## src/rtl/uart_mem_bridge.sv

```systemverilog
// uart_mem_bridge: UART-to-block-RAM debug bridge.
// Decodes framed byte commands from a UART receiver, performs masked word
// writes or burst reads on a synchronous-read RAM port, and streams read
// data / status bytes back through a valid/ready UART transmitter.
//
// Frames (multi-byte fields LSB first):
//   WRITE 0x0F : addr[ADDR_BYTES] mask[1] data[DATA_BYTES]  -> ACK 0x06
//   READ  0xFF : start[ADDR_BYTES] end[ADDR_BYTES]           -> data bytes, or NAK 0x15
//   PING  0xA5 : no payload                                  -> echo 0xA5
//
// Ports:
//   clk, rst_n            clock, synchronous active-low reset
//   rx_valid, rx_data     received-byte strobe and byte
//   tx_ready              transmitter accepts tx_data this cycle
//   tx_valid, tx_data     outgoing byte, held until tx_ready
//   mem_addr              word-aligned byte address
//   mem_we, mem_wdata     per-byte write enable pulse and write data
//   mem_re, mem_rdata     read request pulse and read data (RD_LATENCY later)
//   busy                  high whenever the bridge is not idle
module uart_mem_bridge #(
  parameter int ADDR_WIDTH     = 16,
  parameter int DATA_BYTES     = 4,
  parameter int RD_LATENCY     = 1,
  parameter int TIMEOUT_CYCLES = 100000
) (
  input  logic                    clk,
  input  logic                    rst_n,
  input  logic                    rx_valid,
  input  logic [7:0]              rx_data,
  input  logic                    tx_ready,
  output logic                    tx_valid,
  output logic [7:0]              tx_data,
  output logic [ADDR_WIDTH-1:0]   mem_addr,
  output logic [DATA_BYTES-1:0]   mem_we,
  output logic [8*DATA_BYTES-1:0] mem_wdata,
  output logic                    mem_re,
  input  logic [8*DATA_BYTES-1:0] mem_rdata,
  output logic                    busy
);

  localparam int ADDR_BYTES = (ADDR_WIDTH + 7) / 8;
  localparam int WR_LEN     = ADDR_BYTES + 1 + DATA_BYTES;
  localparam int RD_LEN     = 2 * ADDR_BYTES;
  localparam int BUF_BYTES  = (WR_LEN > RD_LEN) ? WR_LEN : RD_LEN;
  // One counter serves payload index, read-latency wait and send index.
  localparam int CNT_W      = $clog2(BUF_BYTES + 8);
  localparam int TMO_W      = $clog2(TIMEOUT_CYCLES + 1);

  localparam logic [7:0] CMD_WR   = 8'h0F;
  localparam logic [7:0] CMD_RD   = 8'hFF;
  localparam logic [7:0] CMD_PING = 8'hA5;
  localparam logic [7:0] RSP_ACK  = 8'h06;
  localparam logic [7:0] RSP_NAK  = 8'h15;

  localparam logic [ADDR_WIDTH-1:0] ALIGN_MASK = ~(ADDR_WIDTH'(DATA_BYTES - 1));

  typedef enum logic [2:0] {
    S_IDLE     = 3'd0,
    S_RX       = 3'd1,
    S_WR       = 3'd2,
    S_RD_ISSUE = 3'd3,
    S_RD_WAIT  = 3'd4,
    S_RD_SEND  = 3'd5,
    S_RESP     = 3'd6
  } state_t;

  state_t                    state_r, state_nxt;
  logic [CNT_W-1:0]          cnt_r, cnt_nxt;
  logic [TMO_W-1:0]          tmo_r, tmo_nxt;
  logic [8*BUF_BYTES-1:0]    buf_r, buf_nxt;
  logic                      is_rd_r, is_rd_nxt;
  logic [ADDR_WIDTH-1:0]     cur_r, cur_nxt;
  logic [ADDR_WIDTH-1:0]     end_r, end_nxt;
  logic [8*DATA_BYTES-1:0]   shift_r, shift_nxt;
  logic [7:0]                resp_r, resp_nxt;
  logic [CNT_W-1:0]          last_idx_s;
  logic [ADDR_WIDTH-1:0]     start_s, stop_s;

  logic                      tx_valid_s;
  logic [7:0]                tx_data_s;
  logic [ADDR_WIDTH-1:0]     mem_addr_s;
  logic [DATA_BYTES-1:0]     mem_we_s;
  logic [8*DATA_BYTES-1:0]   mem_wdata_s;
  logic                      mem_re_s;
  logic                      busy_s;

  // Assemble an address field from the payload buffer and word-align it.
  function automatic logic [ADDR_WIDTH-1:0] field_addr(input logic [8*BUF_BYTES-1:0] b,
                                                       input int first);
    logic [8*ADDR_BYTES-1:0] v;
    v = '0;
    for (int i = 0; i < ADDR_BYTES; i++) begin
      v[8*i +: 8] = b[8*(first + i) +: 8];
    end
    return v[ADDR_WIDTH-1:0] & ALIGN_MASK;
  endfunction

  // State and datapath registers.
  always_ff @(posedge clk) begin
    if (!rst_n) begin
      state_r <= S_IDLE;
      cnt_r   <= '0;
      tmo_r   <= '0;
      buf_r   <= '0;
      is_rd_r <= 1'b0;
      cur_r   <= '0;
      end_r   <= '0;
      shift_r <= '0;
      resp_r  <= 8'h00;
    end else begin
      state_r <= state_nxt;
      cnt_r   <= cnt_nxt;
      tmo_r   <= tmo_nxt;
      buf_r   <= buf_nxt;
      is_rd_r <= is_rd_nxt;
      cur_r   <= cur_nxt;
      end_r   <= end_nxt;
      shift_r <= shift_nxt;
      resp_r  <= resp_nxt;
    end
  end

  // Next-state and datapath update logic.
  always_comb begin
    state_nxt  = state_r;
    cnt_nxt    = cnt_r;
    tmo_nxt    = tmo_r;
    buf_nxt    = buf_r;
    is_rd_nxt  = is_rd_r;
    cur_nxt    = cur_r;
    end_nxt    = end_r;
    shift_nxt  = shift_r;
    resp_nxt   = resp_r;
    last_idx_s = is_rd_r ? CNT_W'(RD_LEN - 1) : CNT_W'(WR_LEN - 1);
    start_s    = '0;
    stop_s     = '0;
    case (state_r)
      S_IDLE: begin
        if (rx_valid && ((rx_data == CMD_WR) || (rx_data == CMD_RD))) begin
          state_nxt = S_RX;
          is_rd_nxt = (rx_data == CMD_RD);
          cnt_nxt   = '0;
          tmo_nxt   = '0;
          buf_nxt   = '0;
        end else if (rx_valid && (rx_data == CMD_PING)) begin
          state_nxt = S_RESP;
          resp_nxt  = CMD_PING;
        end else begin
          state_nxt = S_IDLE;
        end
      end
      S_RX: begin
        if (rx_valid) begin
          for (int i = 0; i < BUF_BYTES; i++) begin
            if (cnt_r == CNT_W'(i)) begin
              buf_nxt[8*i +: 8] = rx_data;
            end else begin
              buf_nxt[8*i +: 8] = buf_r[8*i +: 8];
            end
          end
          cnt_nxt = cnt_r + CNT_W'(1);
          tmo_nxt = '0;
          if (cnt_r == last_idx_s) begin
            if (!is_rd_r) begin
              state_nxt = S_WR;
            end else begin
              // Range check uses the frame including the byte arriving now.
              start_s = field_addr(buf_nxt, 0);
              stop_s  = field_addr(buf_nxt, ADDR_BYTES);
              cur_nxt = start_s;
              end_nxt = stop_s;
              if (start_s > stop_s) begin
                state_nxt = S_RESP;
                resp_nxt  = RSP_NAK;
              end else begin
                state_nxt = S_RD_ISSUE;
              end
            end
          end else begin
            state_nxt = S_RX;
          end
        end else if (tmo_r >= TMO_W'(TIMEOUT_CYCLES - 1)) begin
          state_nxt = S_IDLE;
        end else begin
          tmo_nxt = tmo_r + TMO_W'(1);
        end
      end
      S_WR: begin
        state_nxt = S_RESP;
        resp_nxt  = RSP_ACK;
      end
      S_RD_ISSUE: begin
        state_nxt = S_RD_WAIT;
        cnt_nxt   = '0;
      end
      S_RD_WAIT: begin
        // Last wait cycle is the one where mem_rdata becomes valid.
        if (cnt_r == CNT_W'(RD_LATENCY - 1)) begin
          shift_nxt = mem_rdata;
          cnt_nxt   = '0;
          state_nxt = S_RD_SEND;
        end else begin
          cnt_nxt = cnt_r + CNT_W'(1);
        end
      end
      S_RD_SEND: begin
        if (tx_valid && tx_ready) begin
          shift_nxt = shift_r >> 4'd8;
          if (cnt_r == CNT_W'(DATA_BYTES - 1)) begin
            cnt_nxt = '0;
            // Equality end test: a burst ending at the top word never wraps.
            if (cur_r == end_r) begin
              state_nxt = S_IDLE;
            end else begin
              cur_nxt   = cur_r + ADDR_WIDTH'(DATA_BYTES);
              state_nxt = S_RD_ISSUE;
            end
          end else begin
            cnt_nxt = cnt_r + CNT_W'(1);
          end
        end else begin
          state_nxt = S_RD_SEND;
        end
      end
      S_RESP: begin
        if (tx_valid && tx_ready) begin
          state_nxt = S_IDLE;
        end else begin
          state_nxt = S_RESP;
        end
      end
      default: begin
        state_nxt = S_IDLE;
      end
    endcase
  end

  // Output decode from the next state so the registered outputs line up with state_r.
  always_comb begin
    tx_valid_s  = 1'b0;
    tx_data_s   = 8'h00;
    mem_addr_s  = '0;
    mem_we_s    = '0;
    mem_wdata_s = '0;
    mem_re_s    = 1'b0;
    busy_s      = (state_nxt != S_IDLE);
    case (state_nxt)
      S_WR: begin
        mem_addr_s  = field_addr(buf_nxt, 0);
        mem_we_s    = buf_nxt[8*ADDR_BYTES +: DATA_BYTES];
        mem_wdata_s = buf_nxt[8*(ADDR_BYTES + 1) +: 8*DATA_BYTES];
      end
      S_RD_ISSUE: begin
        mem_re_s   = 1'b1;
        mem_addr_s = cur_nxt;
      end
      S_RD_SEND: begin
        tx_valid_s = 1'b1;
        tx_data_s  = shift_nxt[7:0];
      end
      S_RESP: begin
        tx_valid_s = 1'b1;
        tx_data_s  = resp_nxt;
      end
      default: begin
        tx_valid_s = 1'b0;
      end
    endcase
  end

  // Output registers.
  always_ff @(posedge clk) begin
    if (!rst_n) begin
      tx_valid  <= 1'b0;
      tx_data   <= 8'h00;
      mem_addr  <= '0;
      mem_we    <= '0;
      mem_wdata <= '0;
      mem_re    <= 1'b0;
      busy      <= 1'b0;
    end else begin
      tx_valid  <= tx_valid_s;
      tx_data   <= tx_data_s;
      mem_addr  <= mem_addr_s;
      mem_we    <= mem_we_s;
      mem_wdata <= mem_wdata_s;
      mem_re    <= mem_re_s;
      busy      <= busy_s;
    end
  end

endmodule

```

## config.mk

```make
export PLATFORM = sky130hd
export DESIGN_NAME = uart_mem_bridge
export DESIGN_NICKNAME = d
export VERILOG_FILES = /design/src/rtl/uart_mem_bridge.sv
export SDC_FILE = /design/constraint.sdc
export NUM_CORES = 1
export LEC_CHECK = 0
export ABC_CLOCK_PERIOD_IN_PS = 5600
export CORE_UTILIZATION = 45
export DETAILED_ROUTE_END_ITERATION = 6
export PLACE_DENSITY_LB_ADDON = 0.2
export SLEW_MARGIN = 30
export SYNTH_ARGS = -nofsm -noshare
export SYNTH_HDL_FRONTEND = slang
export SYNTH_SLANG_ARGS = --single-unit
```

## constraint.sdc

```tcl
create_clock -name clk -period 5.6 [get_ports clk]
set_input_delay 0.84 -clock clk [delete_from_list [all_inputs] [get_ports clk]]
set_output_delay 0.84 -clock clk [all_outputs]
set_load 0.02 [all_outputs]
```

======== Word-level counts from Yosys, hierarchy flattened ========
Cells that the tools add are included.
word-level totals
  output and inout port bits .............. 63
  input port bits ......................... 44
  register bits after elaboration ......... 212
  word-level logic and storage cells ...... 130
cells by class
  $lt $le $gt $ge ......................... 2
  add/subtract/negate cells ............... 3
  reductions and logical operators ........ 18
  mux-type cells .......................... 63
  equality and inequality tests ........... 26
operator list
  cell                     count
  $mux W8                  21
  $mux W56                 2
  $pmux W56 S2             1
  $mux W16                 6
  $mux W32                 2
  $pmux W16 S2             2
  $pmux W32 S2             1
  $mux W17                 3
  $mux W3                  12
  $pmux W17 S2             1
  $pmux W8 S3              1
  $pmux W3 S7              1
  $mux W4                  5
  $pmux W4 S5              1
  $add A17 B1 Y17 const B  1
  $ge A17 B17 Y1 const B   1
  $add A16 B3 Y16 const B  1
  $eq A16 B16 Y1           1
  $eq A8 B8 Y1 const B     2
  $gt A16 B16 Y1           1
  $pmux W8 S2              1
  $eq A3 B3 Y1 const B     5
  $eq A3 B2 Y1 const B     4
  $eq A4 B3 Y1 const B     3
  other kinds (21)         33

======== Depth between registers and ports, before layout ========
Gate-level depths: netlist of run 1.
  depth in word-level cells ............... 13
  mapped depth ............................ 17
  depth with buffers taken out ............ 14

======== Worst setup path before layout of run 1 ========
Ideal clock, no wire load.
  kind .................................... register -> register
  start ................................... register cnt_r[1]
  end ..................................... register mem_wdata[23]
  cell stages (with the launch flop) ...... 18
  required time ........................... 5.508 ns
  arrival time ............................ 3.934 ns
  slack ................................... 1.574 ns
  period minus slack after synthesis ...... 4.026 ns
  buffers on the path ..................... 3
  cell sequence ........................... dfxtp_1 inv_1 ha_1 nor3b_1 buf_2 mux2i_1 inv_1 ha_1 and4_1 and2_1 o311ai_0 nor3_1 a211oi_2 o31ai_1 or3_1 buf_2 buf_4 nor4_1
on the way
  longest elaborated chain between the ends .. 12
RTL lines
  item                                        line  text
  start: declaration                          68    logic [CNT_W-1:0] cnt_r, cnt_nxt;
  start signal: assignment                    112   cnt_r <= cnt_nxt;
  $eq A4 B1 Y1, or another cell as far along  155   if (cnt_r == CNT_W'(i)) begin
  $mux W8                                     155
  $mux W8                                     153   if (rx_valid) begin
  $mux W8                                     137   case (state_r)
  $gt A16 B16 Y1                              172   if (start_s > stop_s) begin
  $mux W3                                     172
  $mux W3                                     164   if (!is_rd_r) begin
  $mux W3                                     163   if (cnt_r == last_idx_s) begin
  $mux W3                                     153
  $pmux W3 S7                                 137
  $eq A3 B2 Y1                                247   case (state_nxt)
  $reduce_and A2 Y1 (no line)                 -
  end signal: assignment                      286   mem_wdata <= mem_wdata_s;
  end: declaration                            35    output logic [8*DATA_BYTES-1:0] mem_wdata,
Parallel ways exist; a longest one is shown, timed or not. The select of a mux whose other input is x is not followed.
A chain may end at the register's enable or synchronous reset.

======== Worst setup path in the final report of run 1 ========
  start ................................... register cnt_r[0]
  end ..................................... register mem_wdata[21]
Same word-level chain as after synthesis.

==> results of run 1 <==
## final cells by class
| class | count | area (sq um) | share of cell area |
|---|---|---|---|
| clock buffer | 33 | 653.1 | 0.05576 |
| clock inverter | 8 | 132.6 | 0.01132 |
| inverter | 34 | 128.9 | 0.01100 |
| multi-input combinational | 750 | 4926 | 0.4206 |
| sequential | 212 | 4244 | 0.3624 |
| tap | 275 | 344.1 | 0.02938 |
| timing repair buffer | 134 | 1284 | 0.1096 |
## cells in the final DEF, fill, tap and decap left out, types with 16 or more instances in the layout
master and count:
nor3_1 16, xnor2_1 22, ha_1 16, clkdlybuf4s50_1 106
dfxtp_1 212, clkbuf_16 23, o21ai_0 64, mux2i_1 29
inv_1 33, a32oi_1 24, nor2_1 125, nor4_2 20
a222oi_1 24, nand3_1 42, buf_4 27, a21oi_1 50
a211oi_1 17, nand2_1 77
## routing by layer
layer / global-route usage / share of wire / vias to the layer above
met5: 0 / 0 / -
met1: 0.3792 / 0.47 / 4265
met3: 0.03976 / 0.077 / 49
li1: - / - / 4157
met2: 0.3825 / 0.43 / 351
met4: 0.06990 / 0.025 / 0
## critical path, stage by stage, from the launching register on
cell and delay [ns]:
dfxtp_1 0.45, ha_1 0.27, nor3b_2 0.70, mux2i_1 0.46, ha_1 0.32, and4_1 0.22, and2_1 0.23, o311ai_0 0.12
nor3_1 0.13, a211oi_2 0.36, o31ai_1 0.18, or3_2 0.63, buf_12 0.25, nor4_1 0.28
## stage by stage
step | instance area [sq um] | utilization | power, mW
4_1_cts | 11710 | 0.5551 | 3.248
3_5_place_dp | 10920 | 0.5178 | 1.677
6_report | 11710 | 0.5554 | 3.219
3_3_place_gp | 10920 | 0.5178 | 1.676
2_1_floorplan | 9692 | - | 1.615
5_1_grt | 11710 | 0.5554 | 3.317
## Yosys cell counts (10+ instances only)
library cell / n / area (sq um)
a32oi_1: 24 / 210.2
mux2i_1: 29 / 290.3
dfxtp_1: 212 / 4244
and2_1: 10 / 62.56
ha_1: 16 / 200.2
nor3_1: 18 / 90.09
o2111ai_1: 10 / 87.58
xor2_1: 11 / 96.34
nor3b_1: 15 / 112.6
a22oi_1: 10 / 75.07
xnor2_1: 22 / 192.7
inv_1: 34 / 127.6
nand3_1: 42 / 210.2
o211ai_1: 11 / 82.58
nor2_1: 126 / 473.0
clkbuf_1: 71 / 266.5
and3_1: 11 / 68.82
nand4_1: 12 / 75.07
nand2_1: 77 / 289.0
nor4_2: 20 / 250.2
a21oi_1: 50 / 250.2
a222oi_1: 24 / 240.2
a211oi_1: 17 / 127.6
o21ai_0: 64 / 320.3
## worst max-delay path by stage
stage,startpoint,to,slack (ns),cells past startpoint
4_1_cts,cnt_r[0],mem_wdata[21],0.93,13
6_report,cnt_r[0],mem_wdata[21],0.83,13
3_3_place_gp,rx_data[5],tx_data[7],0.95,12
5_1_grt,cnt_r[0],tx_data[7],0.59,13
3_5_place_dp,rx_data[5],tx_data[4],0.74,12
2_1_floorplan,cnt_r[1],mem_wdata[23],1.57,17
## sequential cells by signal, summed over array words and instances (netlist names)
name	cells
state_r	3
tx_data	8
end_r	14
cnt_r	4
busy	1
tx_valid	1
mem_addr	16
mem_re	1
cur_r	16
buf_r	54
is_rd_r	1
tmo_r	17
shift_r	32
mem_we	4
mem_wdata	32
resp_r	8
## kinds of logic after synthesis
kind of cell / count (synthesis)
xor+xnor: 33
simple gates: 380
fa+ha+maj: 16
compound gates: 288
flops: 212
mux: 33
buf+inv: 130
## where the power goes
| group | internal, mW | switching (mW) | total [mW] |
|---|---|---|---|
| clock | 0.952 | 0.620 | 1.57 |
| sequential | 1.51 | 0.00161 | 1.51 |
| combinational | 0.0516 | 0.0838 | 0.135 |
| total | 2.51 | 0.706 | 3.22 |
==> flow_summary.yaml, run 1 <==
place:
  post-place-ws_ns: 0.7438
  portBuffers: 106
  gp_congestion: 0.8798
  dp_hpwl_um: 19610
  dp.cells: 1405
clock_network:
  clk-insertion-delay-late_ns: 0.51
  clockBufferDepth: 3
  numCtsBuffers: 23
  cts_setup_buffers: 0
  cts_sinks: 212
  cts_tree: "done"
  htreeDepth: 1
  root_buffer: "clkbuf_16"
  postCtsHoldBufs: 0
  ctsResizeCount: 0
  clk_pin_slew_ns: 0.06
floorplanning:
  core_sq_um: 21090
  io_pins: 107
  rows: 53
  dieArea_sq_um: 22130
  initial_utilization: 0.4596
  die_h_um: 148.8
  die_w_um: 148.8
worst_setup_path:
  critPathArrivalTime_ns: 5.18
  start_kind: "flip-flop"
  path_class: "flip-flop to flip-flop"
  rrSetupSlack_ns: 0.83
  worst-path-max-fanout: 39
  endpoint_kind: "flip-flop"
  worstReg2RegEnd: "mem_wdata[21]"
  reg2reg_depth: 13
  r2r_start: "cnt_r[0]"
  required_ns: 6.01
cells_and_area:
  diodes: 0
  drive_gt1_frac: 0.09052
  syn2layout_area_growth_pct: 20.85
  final_nets: 1215
  fillCellCount: 1926
  final_cells: 1446
timing:
  fin_skew_ns: 0.008862
  layout_min_cycle_time_ns: 4.773
  finalSetupTns_ns: 0
  fmax_mhz: 209.5
  worst_slew_pin_slew_ns: 0.8878
  slew_headroom: 0.4049
  finalCritPeriodShare: 0.8523
  rsz0062_at_grt: "no"
  hold_viol: 0
  fin_ws_ns: 0.8270
  timing.hold.ws_ns: 0.4570
  finalSetupViolCount: 0
  slew_viol_final: 0
synthesis:
  synthSimpleGateAreaFrac: 0.2059
  synth_fa_ha_area_frac: 0.02066
  synth_top_family_by_area: "compound AO/OA/AOI/OAI gates"
  yosysUniqueCellTypes: 76
  ys_seq_elements: 212
  synth.avg_cell_area_sq_um: 8.875
  yosysSeqAreaShare: 0.4379
  synth_compound_area_frac: 0.2134
  syn-num-nets: 1152
  synthMuxAreaShare: 0.03576
  synthXorXnorAreaFrac: 0.02982
  ys_async_sr_fraction: 0
  ys.flop_type: "dfxtp_1"
  yosysWarnings: 0
  synth_area_sq_um: 9692
  synth_edf_count: 0
  syn_inst: 1092
worst_hold_path:
  min_path_cells: 2
  hold_class: "flip-flop to flip-flop"
  hold_start: "buf_r[21]"
  holdPathEnd: "buf_r[21]"
power_and_ir_drop:
  powerDensity_nw_per_um2: 274.8
  peakVddDrop_mv: 0.1906
  p_leak_nw: 4.046
global_routing:
  grt_max_degree: 58
  grt_antenna_before_repair: 0
  grt_pass1_vias: 8017
  overflow: 0
  grt_use_total: 0.2558
  grt_pass1_wl_um: 44950
routing:
  drt-total-wl_um: 28480
  drt-pass1-iter-count: 7
  antenna_left: 0
  num_vias: 8822
  drt_iter0_markers: 1167
  wl_per_cell_um: 19.70
  drc_errors: 7
  viasPerCell: 6.101
job:
  cap_violations: 0
outcome:
  status: "finished with violations"
  failed_checks: "design-rule violations"
Power figures use the tool's default switching activity.
==> run 2: changes to the inputs <==
--- a/config.mk
+++ b/config.mk
@@ -6,7 +6,7 @@
 export NUM_CORES = 1
 export LEC_CHECK = 0
 export ABC_CLOCK_PERIOD_IN_PS = 5600
-export CORE_UTILIZATION = 45
+export CORE_UTILIZATION = 30
 export DETAILED_ROUTE_END_ITERATION = 6
 export PLACE_DENSITY_LB_ADDON = 0.2
 export SLEW_MARGIN = 30
==> run 2 against run 1 <==
Compared with the run above: the flow still finishes with violations (design-rule violations); clock power is 3% higher; worst hold slack worse by 0.0057 ns; register-to-register slack worse by 0.20 ns; design area is 1.6% higher; total power is 1.3% higher; flip-flop and latch count stayed put; combinational power hardly changed; fmax is 4.1% lower; clock-buffer cell count is 6 higher; non-clock buffer count is 1 higher; critical endpoint is now mem_wdata[24].
==> flow_summary.yaml, run 2 (same netlist as run 1, synthesis figures left out) <==
floorplanning:
  rows: 65
  initial_utilization: 0.3063
  core_sq_um: 31640
  die_w_um: 181.7
  die_h_um: 181.7
  io_pins: 107
  dieArea_sq_um: 33030
cells_and_area:
  largest_reg_flops: 54
  diodes: 0
  final_common_cell: "dfxtp_1"
  post-route-util: 0.3763
  largest-register: "buf_r"
  final_nets: 1219
  final_cell_mix: "dfxtp_1, nor2_1, clkdlybuf4s50_1"
  fillCellCount: 3189
  drive_gt1_frac: 0.09261
  syn2layout_area_growth_pct: 22.84
  largestRegisters: "buf_r x54, mem_wdata x32, shift_r x32"
power_and_ir_drop:
  p_leak_nw: 4.076
  powerDensity_nw_per_um2: 273.9
  peakVddDrop_mv: 0.1729
worst_setup_path:
  required_ns: 6.02
  start_kind: "flip-flop"
  endpoint_kind: "flip-flop"
  critPathArrivalTime_ns: 5.39
  worst-path-max-fanout: 32
  path_class: "flip-flop to flip-flop"
routing:
  drc_errors: 4
  antenna_left: 0
  viasPerCell: 5.448
  drt-pass1-iter-count: 7
  wl_per_cell_um: 19.90
  num_vias: 8603
  drt_iter0_markers: 845
  drt-total-wl_um: 31430
clock_network:
  postCtsHoldBufs: 0
  cts_sinks: 212
  cts_setup_buffers: 0
  clk-insertion-delay-late_ns: 0.53
  clk_pin_slew_ns: 0.06
  htreeDepth: 1
  ctsResizeCount: 0
  clockBufferDepth: 3
  root_buffer: "clkbuf_16"
  numCtsBuffers: 26
  cts_tree: "done"
global_routing:
  grt_antenna_before_repair: 0
  grt_pass1_wl_um: 49160
  grt_pass1_vias: 8245
  grt_use_total: 0.1875
  grt_max_degree: 55
  overflow: 0
timing:
  finalCritPeriodShare: 0.8889
  finalSetupTns_ns: 0
  finalSetupViolCount: 0
  slew_headroom: 0.3647
  rsz0062_at_grt: "no"
  fin_skew_ns: 0.009818
  fmax_mhz: 200.9
  slew_viol_final: 0
  worst_slew_pin_slew_ns: 0.9381
  layout_min_cycle_time_ns: 4.978
  hold_viol: 0
place:
  portBuffers: 106
  dp_hpwl_um: 21930
  gp_congestion: 0.8802
outcome:
  status: "finished with violations"
  failed_checks: "design-rule violations"
job:
  cap_violations: 0
worst_hold_path:
  hold_class: "flip-flop to flip-flop"
==> run 2: changes by cell type in the layout (fill, tap and decap cells not counted), moves of 2 or more <==
cell / before / now
clkbuf_1: 6 / 8
bufinv_16: 3 / 1
buf_4: 27 / 29
clkbuf_16: 23 / 26
==> run 2: worst paths after layout <==
| path | slack (ns) | start | cells past startpoint | to |
|---|---|---|---|---|
| min reg2reg | 0.45 | buf_r[21] | 2 | buf_r[21] |
| max | 0.62 | cnt_r[0] | 14 | mem_wdata[24] |
| min | 0.45 | buf_r[21] | 2 | buf_r[21] |
| max reg2reg | 0.62 | cnt_r[0] | 14 | mem_wdata[24] |
==> run 2: stage by stage <==
step	instance area [sq um]	setup WS (ns)	instances	power (mW)	hold slack [ns]
after floorplan	9692	1.574	1092	1.615	0.4244
after global placement	11070	0.7686	1533	1.678	0.4353
after detailed placement	11070	0.5713	1533	1.679	0.4429
after CTS	11900	0.6932	1579	3.304	0.4574
after global routing	11910	0.2704	1579	3.378	0.4868
final	11910	0.6221	1579	3.261	0.4513
==> run 2: worst max-delay path, stage by stage, from the launching register on <==
cell,delay (ns)
dfxtp_1,0.44
ha_1,0.29
nor3b_2,0.65
mux2i_1,0.38
inv_1,0.08
ha_1,0.31
and4_1,0.21
and2_1,0.22
o311ai_0,0.13
nor3_1,0.15
a211oi_2,0.39
o31ai_1,0.18
or3_2,0.70
buf_4,0.38
nor4_1,0.31
==> run 2: where the power goes <==
group          internal (mW)  leakage, nW  total, mW  switching (mW)
logic                 0.0508         1.97      0.135          0.0847
registers               1.51         1.71       1.51         0.00180
clock network          0.967        0.399       1.61           0.647
total                   2.53         4.08       3.26           0.733
==> run 2: final cells by class <==
| type | instances | area, sq um | share of cell area |
|---|---|---|---|
| Inverter | 34 | 128.9 | 0.01083 |
| Clock buffer | 39 | 749.5 | 0.06295 |
| Timing Repair Buffer | 135 | 1279 | 0.1074 |
| Sequential cell | 212 | 4244 | 0.3565 |
| Tap cell | 402 | 503.0 | 0.04225 |
| Clock inverter | 7 | 76.32 | 0.006411 |
| Multi-Input combinational cell | 750 | 4925 | 0.4137 |
==> run 2: metal layers <==
layer / up-vias / track usage / routed length (um)
met5: - / 0 / 0
met4: 0 / 0.04881 / 683
met1: 4079 / 0.2795 / 15120
li1: 4168 / - / -
met2: 306 / 0.2820 / 13560
met3: 50 / 0.02367 / 2063
==> run 3: changes to the inputs <==
--- a/config.mk
+++ b/config.mk
@@ -6,7 +6,7 @@
 export NUM_CORES = 1
 export LEC_CHECK = 0
 export ABC_CLOCK_PERIOD_IN_PS = 5600
-export CORE_UTILIZATION = 30
+export CORE_UTILIZATION = 25
 export DETAILED_ROUTE_END_ITERATION = 6
 export PLACE_DENSITY_LB_ADDON = 0.2
 export SLEW_MARGIN = 30
==> run 3 against run 2 <==
Compared with the run above: the run now ends clean; global-route usage fell by 2.1 points; sequential power barely moved; design area rose by 2.1%; clock-buffer cell count fell by 7; critical path depth did not move; largest cell class unchanged; largest power group unchanged.
==> flow_summary.yaml, run 3 (same netlist as run 1, synthesis figures left out) <==
cells_and_area:
  final_nets: 1220
  largestRegisters: "buf_r x54, mem_wdata x32, shift_r x32"
  final_cell_mix: "dfxtp_1, nor2_1, clkdlybuf4s50_1"
  syn2layout_area_growth_pct: 25.42
  largest_reg_flops: 54
  largest-register: "buf_r"
  fillCellCount: 3980
  drive_gt1_frac: 0.09686
  design_area_sq_um: 12160
  final_common_cell: "dfxtp_1"
  diodes: 0
clock_network:
  htreeDepth: 1
  ctsResizeCount: 0
  cts_setup_buffers: 0
  cts_sinks: 212
  clockBufferDepth: 3
  root_buffer: "clkbuf_16"
  cts_tree: "done"
  postCtsHoldBufs: 0
  clk-insertion-delay-late_ns: 0.54
  numCtsBuffers: 25
  clk_pin_slew_ns: 0.06
timing:
  fin_skew_ns: 0.01102
  slew_headroom: 0.3255
  hold_viol: 0
  finalSetupViolCount: 0
  finalSetupTns_ns: 0
  fmax_mhz: 211.6
  layout_min_cycle_time_ns: 4.726
  worst_slew_pin_slew_ns: 1.008
  finalCritPeriodShare: 0.8440
  slew_viol_final: 0
  rsz0062_at_grt: "no"
power_and_ir_drop:
  p_leak_nw: 4.143
  peakVddDrop_mv: 0.1987
  p_total_mw: 3.480
  powerDensity_nw_per_um2: 286.3
routing:
  viasPerCell: 5.076
  num_vias: 8568
  drc_errors: 0
  wl_per_cell_um: 19.62
  antenna_left: 0
  drt-pass1-iter-count: 6
  drt_iter0_markers: 717
  drt-total-wl_um: 33120
floorplanning:
  initial_utilization: 0.2555
  rows: 71
  dieArea_sq_um: 39560
  io_pins: 107
  die_h_um: 198.9
  core_sq_um: 37930
  die_w_um: 198.9
worst_setup_path:
  crit_cells: 14
  cp_slowest_cell: "dfxtp_1"
  required_ns: 6.02
  rrSetupSlack_ns: 0.87
  worst-path-max-fanout: 53
  critPathMaxStageDelay_ns: 0.46
  reg2reg_depth: 14
  critPathArrivalTime_ns: 5.15
  cpLargestDelayFamily: "simple AND/OR/NAND/NOR gates"
  crit_buf_inv: 2
  r2r_start: "cnt_r[1]"
  cp-startpoint: "cnt_r[1]"
  path_class: "flip-flop to flip-flop"
  worstReg2RegEnd: "mem_wdata[2]"
  start_kind: "flip-flop"
  cp-endpoint: "mem_wdata[2]"
  crit_chain: "ha_1, nor3b_2, buf_4, mux2i_1, ha_1, and4_1, and2_1, o311ai_0, nor3_1, a211oi_2, o31ai_1, or3_2, buf_4, nor3b_1"
  endpoint_kind: "flip-flop"
global_routing:
  grt_pass1_vias: 8299
  grt_antenna_before_repair: 0
  grt_max_degree: 60
  grt_pass1_wl_um: 50900
  grt_use_total: 0.1668
  overflow: 0
place:
  dp_hpwl_um: 23200
  portBuffers: 106
  gp_congestion: 0.8685
  postPlaceCellArea_sq_um: 11230
worst_hold_path:
  hold_class: "flip-flop to flip-flop"
job:
  cap_violations: 0
outcome:
  status: "completed"
run 3: cell types whose count changed in the layout (fill, tap and decap cells not counted), sizes merged:
cell	change
bufinv	+5
buf	+2
inv	+1
clkinvlp	-2
clkinv	+1
clkbuf	-7
run 3: worst min-delay path, delay by kind of cell (launching register included):
kind / cells / cell delay [ns]
and+or+nand+nor: 1 / 0.05
DFF: 1 / 0.32
AOI/OAI and AO/OA: 1 / 0.06
run 3: power breakdown:
group / internal [mW] / switching, mW
clock network: 1.15 / 0.677
logic: 0.0518 / 0.0871
registers: 1.51 / 0.00179
total: 2.71 / 0.766
run 3: area by class of cell:
type / count / area, sq um / share of cell area
timing repair buffer: 137 / 1294 / 0.1064
clock inverter: 12 / 232.7 / 0.01915
clock buffer: 32 / 691.9 / 0.05692
inverter: 34 / 128.9 / 0.01060
multi-input combinational: 750 / 4925 / 0.4051
sequential: 212 / 4244 / 0.3492
tap: 511 / 639.4 / 0.05260
run 3: worst min path at each step:
stage	from	to	slack, ns	cells past startpoint
after detailed placement	buf_r[23]	buf_r[23]	0.44	2
final	buf_r[23]	buf_r[23]	0.46	2
after global routing	buf_r[23]	buf_r[23]	0.49	2
after floorplan	buf_r[21]	buf_r[21]	0.42	2
after global placement	buf_r[23]	buf_r[23]	0.43	2
after CTS	buf_r[23]	buf_r[23]	0.46	2
run 3: metrics by stage:
stage / utilization / hold WS [ns] / worst slack (ns) / std cells
2_1_floorplan: - / 0.4244 / 1.574 / 1092
3_5_place_dp: 0.2961 / 0.4429 / 0.7375 / 1644
6_report: 0.3204 / 0.4577 / 0.8738 / 1688
5_1_grt: 0.3204 / 0.4934 / 0.6507 / 1688
4_1_cts: 0.3204 / 0.4584 / 0.9257 / 1688
3_3_place_gp: 0.2959 / 0.4345 / 0.8791 / 1644
run 3: metal layers:
| layer | vias up | GRT usage | part of all wire |
|---|---|---|---|
| li1 | 4162 | - | - |
| met1 | 4149 | 0.2417 | 0.49 |
| met2 | 223 | 0.2598 | 0.45 |
| met3 | 34 | 0.02408 | 0.051 |
| met4 | 0 | 0.03504 | 0.015 |
| met5 | - | 0 | 0 |
